### src/rtl/cpu_clock_control.sv
// Run/stop/single-step clock-enable controller for the Mini-SRC datapath.
// Turns each rising edge of the divider's slow square wave into a one-cycle
// enable on the fast board clock, gated by a run switch, a debounced step
// button and the CPU halt line, and counts the enables it issues.
module cpu_clock_control #(
  parameter logic [19:0] DEBOUNCE_CYCLES = 20'd500000
) (
  input  logic        in_clock,
  input  logic        in_reset_n,
  input  logic        in_slow_clock,
  input  logic        in_run_switch,
  input  logic        in_step_button,
  input  logic        in_halt,
  output logic        out_cpu_enable,
  output logic        out_running,
  output logic        out_halted,
  output logic [15:0] out_enable_count
);

  typedef enum logic [1:0] {
    IDLE   = 2'd0,
    RUN    = 2'd1,
    STEP   = 2'd2,
    HALTED = 2'd3
  } state_t;

  state_t      state;

  logic [1:0]  run_sync;
  logic [1:0]  btn_sync;
  logic        slow_d;
  logic        run_s;
  logic        btn_s;
  logic        tick;

  logic [19:0] db_count;
  logic        btn_stable;
  logic        btn_stable_d;
  logic        step_req;

  assign run_s = run_sync[1];
  assign btn_s = btn_sync[1];

  // The slow clock is already registered on in_clock, so a single delay
  // flop is enough to find its rising edge.
  assign tick = in_slow_clock & ~slow_d;

  // One-cycle pulse on the debounced press; both operands are flops.
  assign step_req = btn_stable & ~btn_stable_d;

  // Two-flop synchronizers for the raw board inputs and the slow-clock delay.
  // NOTE: sequential state is always assigned with <= so every flop samples
  // the pre-edge value of its neighbours, exactly like the hardware.
  always_ff @(posedge in_clock or negedge in_reset_n) begin
    if (!in_reset_n) begin
      run_sync <= 2'b00;
      btn_sync <= 2'b00;
      slow_d   <= 1'b0;
    end else begin
      run_sync <= {run_sync[0], in_run_switch};
      btn_sync <= {btn_sync[0], in_step_button};
      slow_d   <= in_slow_clock;
    end
  end

  // Step-button debounce: the stable value only follows btn_s after it has
  // differed for DEBOUNCE_CYCLES consecutive edges.
  always_ff @(posedge in_clock or negedge in_reset_n) begin
    if (!in_reset_n) begin
      db_count     <= 20'd0;
      btn_stable   <= 1'b0;
      btn_stable_d <= 1'b0;
    end else begin
      btn_stable_d <= btn_stable;
      if (btn_s == btn_stable) begin
        db_count <= 20'd0;
      end else if (db_count == DEBOUNCE_CYCLES - 20'd1) begin
        btn_stable <= btn_s;
        db_count   <= 20'd0;
      end else begin
        db_count <= db_count + 20'd1;
      end
    end
  end

  // Control FSM with registered status outputs, the enable pulse and the
  // enable counter. Priority: halt, then run release, then tick, then step.
  always_ff @(posedge in_clock or negedge in_reset_n) begin
    if (!in_reset_n) begin
      state            <= IDLE;
      out_cpu_enable   <= 1'b0;
      out_running      <= 1'b0;
      out_halted       <= 1'b0;
      out_enable_count <= 16'd0;
    end else begin
      out_cpu_enable <= 1'b0;
      case (state)
        IDLE: begin
          if (in_halt) begin
            state      <= HALTED;
            out_halted <= 1'b1;
          end else if (run_s) begin
            state       <= RUN;
            out_running <= 1'b1;
          end else if (step_req) begin
            state <= STEP;
          end
        end

        RUN: begin
          if (in_halt) begin
            state       <= HALTED;
            out_running <= 1'b0;
            out_halted  <= 1'b1;
          end else if (!run_s) begin
            state       <= IDLE;
            out_running <= 1'b0;
          end else if (tick) begin
            out_cpu_enable   <= 1'b1;
            out_enable_count <= out_enable_count + 16'd1;
          end
        end

        STEP: begin
          // A second step request or the run switch cannot cut a step short;
          // only halt pre-empts the pending enable.
          if (in_halt) begin
            state      <= HALTED;
            out_halted <= 1'b1;
          end else if (tick) begin
            state            <= IDLE;
            out_cpu_enable   <= 1'b1;
            out_enable_count <= out_enable_count + 16'd1;
          end
        end

        HALTED: begin
          // Leaving halt needs the run switch off as well, so the CPU never
          // free-runs straight out of a halt.
          if (!in_halt && !run_s) begin
            state      <= IDLE;
            out_halted <= 1'b0;
          end
        end

        default: begin
          state       <= IDLE;
          out_running <= 1'b0;
          out_halted  <= 1'b0;
        end
      endcase
    end
  end

endmodule

### config.mk
export PLATFORM = sky130hd
export DESIGN_NAME = cpu_clock_control
export DESIGN_NICKNAME = d
export VERILOG_FILES = /design/src/rtl/cpu_clock_control.sv
export SDC_FILE = /design/constraint.sdc
export NUM_CORES = 1
export LEC_CHECK = 0
export ABC_AREA = 1
export CAP_MARGIN = 10
export CORE_AREA = 2 2 87 89
export CTS_BUF_LIST = sky130_fd_sc_hd__clkbuf_16
export DETAILED_ROUTE_END_ITERATION = 10
export DIE_AREA = 0 0 89 91
export SYNTH_ARGS = -nofsm -noshare
export SYNTH_HDL_FRONTEND = slang
export SYNTH_SLANG_ARGS = --single-unit
### constraint.sdc
create_clock -name in_clock -period 3.7 [get_ports in_clock]
set_input_delay 0.37 -clock in_clock [delete_from_list [all_inputs] [get_ports in_clock]]
set_output_delay 0.37 -clock in_clock [all_outputs]
set_load 0.02 [all_outputs]
==> out/summary.log <==
[cells_and_area] area grow syn2layout 19.4%
[detailed_routing] post-detailed-route count of antenna-violating nets 0
[clock_network] maximum level of the CTS H-tree 2
[clock_network] number of hold buffers added after cts 0
[clock_network] maximum clock path buffer count 2
[setup_path] Worst Path Class, Setup reg2out
[power_and_ir_drop] PwrDens 472 nW/um^2
[timing] Setup violations, final 0
[detailed_routing] wirelength, routed 5.47 mm
[cells_and_area] final-stage net count 386
[floorplanning] placement row count 31
[global_route] leftover overflow at the end of global routing 0
[clock_network] root cell of the clock tree clkbuf_16
[cells_and_area] count of antenna diodes in the layout 0
[detailed_routing] remaining routing DRC violations 0
[clock_network] # Post-CTS Setup Buffers 0
[floorplanning] Die Area 8100 um^2
[timing] Rel. slew slack 30.3%
[cells_and_area] most used cells in the layout excluding fill and tap cells nand2_1 (82), nor2_1 (57), dfrtp_1 (48)
[setup_path] Slowest-stage cell, CP clkdlybuf4s50_1
[detailed_routing] DR iter-0 viols 44
[synth] Post-Syn Nets 356
[hold_path] type of the worst min-delay path in2async
[setup_path] Crit path max-delay family buffers and inverters
[clock_network] clock-pin slew on the worst setup and hold paths 0.07 ns
[global_route] vias in the first global route 2,213
[place] hpwl dp 4.08 mm
[timing] time the worst path needs with I/O delays and setup 1.79 ns
[setup_path] Arr. time, crit path 1.42 ns
[clock_network] Resized cells post-CTS 0
[setup_path] register-to-register setup slack 1.99 ns
[clock_network] clock tree from TritonCTS yes
[synth] Cell variety after synth 27
[timing] achievable clock frequency 0.559 GHz
[timing] final hold violation count 0
[detailed_routing] drt pass-1 iters 4
[clock_network] number of buffers added by the clock tree synthesis step 5
[timing] transition time at the pin with the least slew margin 1.04 ns
[setup_path] worst setup path endpoint out_enable_count[5]
[clock_network] Sinks on Clock Net 48
[floorplanning] Chip Height 91 um
[outcome] run status finished clean
[cells_and_area] layout cells sized above 1 11.2%
[synth] Yosys Warn Count 0
[setup_path] worst-case reg-to-reg path depth 8
[timing] Post-Route Setup TNS 0 ns
[floorplanning] total core area 7140 um^2
[setup_path] Crit. End Element primary output
[synth] count of mapped cells out of synthesis 343
[timing] clock skew 0.00575 ns
[detailed_routing] average wire per standard cell 11.6 um
[setup_path] Worst path max stage delay 0.66 ns
[global_route] pin count of the biggest net entering global routing 49
[synth] mean post-synth cell area 7.84 um^2
[global_route] number of antenna violations at the first check in global routing 0
[global_route] aggregate global-route resource usage 15.1%
[place] Placer Congestion 0.839
[setup_path] critical path startpoint out_enable_count[5]
[run] max-capacitance violation count 0
[synth] EDFF count, synth 0
[floorplanning] Die X-Extent 89 um
[power_and_ir_drop] IR drop worst, VDD 0.351 mV
[setup_path] source of the worst register-to-register timing path state[1]
[setup_path] Reg-to-Reg End out_enable_count[8]
[detailed_routing] vias 2,180
[synth] primary flip-flop cell chosen by synthesis mapping dfrtp_1
[timing] RSZ-0062 raised after global routing false
[place] count of buffers from port buffering 24
[timing] period utilisation layout 48.3%
[setup_path] number of buffer and inverter stages on the critical path 1
[clock_network] clk_lat worst skew 0.29 ns
[synth] Post-synth ARST share 100%
[setup_path] critical path data required time 3.33 ns
[timing] Max Transition Viols Final 0
[setup_path] ordered list of cells on the worst path clkdlybuf4s50_1
[setup_path] logic depth of the worst path, buffers included 1
[setup_path] category of the worst setup path launch point flop
[synth] sequential fraction of the synthesis area 44.7%
[synth] area of the mapped netlist 2690 um^2
[synth] flip-flop and latch count after synthesis 48
[detailed_routing] vias per std cell 4.61
[cells_and_area] utilization of the core after routing 45.0%
[setup_path] crit-path max FO 5
[power_and_ir_drop] Pleak 1.36 nW
[cells_and_area] leading cell type in the layout, fill and taps excluded nand2_1
[floorplanning] count of pins on the block boundary 25
[floorplanning] effective utilization at floorplan 37.7%
[global_route] wire length of the first global-routing pass 9.67 mm
==> per-stage QoR <==
step / cell area (um^2) / total power, mW / hold slack (ns) / instances / setup slack [ns]
floorplan: 2690 / 0.866 / 0.0744 / 343 / 2.28
global placement: 3040 / 1.01 / 0.333 / 465 / 1.82
detailed placement: 3040 / 1.01 / 0.337 / 465 / 1.78
CTS: 3210 / 1.53 / 0.324 / 473 / 1.91
global route: 3210 / 1.60 / 0.362 / 473 / 1.83
finish: 3210 / 1.52 / 0.267 / 473 / 1.91
==> flip-flops by register name, summed over array words and instances (netlist names) <==
signal / count
db_count: 20
out_enable_count: 16
btn_sync: 2
run_sync: 2
state: 2
btn_stable: 1
btn_stable_d: 1
out_cpu_enable: 1
out_halted: 1
out_running: 1
slow_d: 1
==> per-layer routing <==
layer  part of all wire, %  track usage (%)  vias to the layer above
met1                    49             19.8                      998
met5                     0                0                        -
met4                   2.1             4.85                        0
li1                      -                -                     1141
met2                    47             24.1                       28
met3                   2.4             3.82                       13
==> synthesized netlist by cell type (5+ instances only) <==
library cell | count | area [um^2]
dfrtp_1 | 48 | 1200
ha_1 | 7 | 87.6
inv_1 | 37 | 139
nand2_1 | 82 | 308
nand2_2 | 6 | 37.5
nand3_1 | 25 | 125
nand4_1 | 9 | 56.3
nor2_1 | 57 | 214
nor2_2 | 12 | 75.1
nor2_4 | 7 | 78.8
o21ai_0 | 7 | 35.0
o21ai_1 | 5 | 25.0
xnor2_1 | 8 | 70.1
xor2_1 | 9 | 78.8
==> report_power, final <==
group          switching (mW)  internal (mW)  leakage (nW)  total, mW
clock network           0.201          0.318        0.0814      0.519
registers              0.0584          0.579         0.635      0.637
logic                   0.208          0.151         0.640      0.359
total                   0.468           1.05          1.36       1.52
==> layout make-up <==
type	count	area, um^2
clock buffers	5	125
multi-input cells	253	1330
clock inverters	3	42.5
inverters	40	150
well taps	99	124
repair buffers	25	243
flip-flops and latches	48	1200
fillers	747	3930
==> worst min path at each step <==
stage / slack, ns / cells after the start / to
floorplan: 0.07 / 0 / btn_stable
global placement: 0.33 / 0 / run_sync[1]
detailed placement: 0.34 / 0 / btn_sync[1]
CTS: 0.32 / 1 / db_count[16]
global route: 0.36 / 0 / btn_sync[1]
finish: 0.27 / 1 / db_count[16]
==> cell families after synthesis <==
family,after synthesis,synth area share (%)
AO/OA/AOI/OAI,18,3.58
XOR/XNOR,17,5.54
adder cells (fa/ha/maj),7,3.26
buffers and inverters,42,6.05
flip-flops,48,44.7
AND/OR/NAND/NOR,211,36.9
==> worst register-to-register path, cell delays in order, from the launching register on <==
cell	delay, ns
dfrtp_1	0.37
inv_1	0.09
ha_1	0.25
nand2_1	0.10
o21ai_1	0.10
nor2_4	0.31
nand2_1	0.18
o21ai_1	0.15
nand2_1	0.06
No activity file was read; power rests on OpenSTA's default activity.
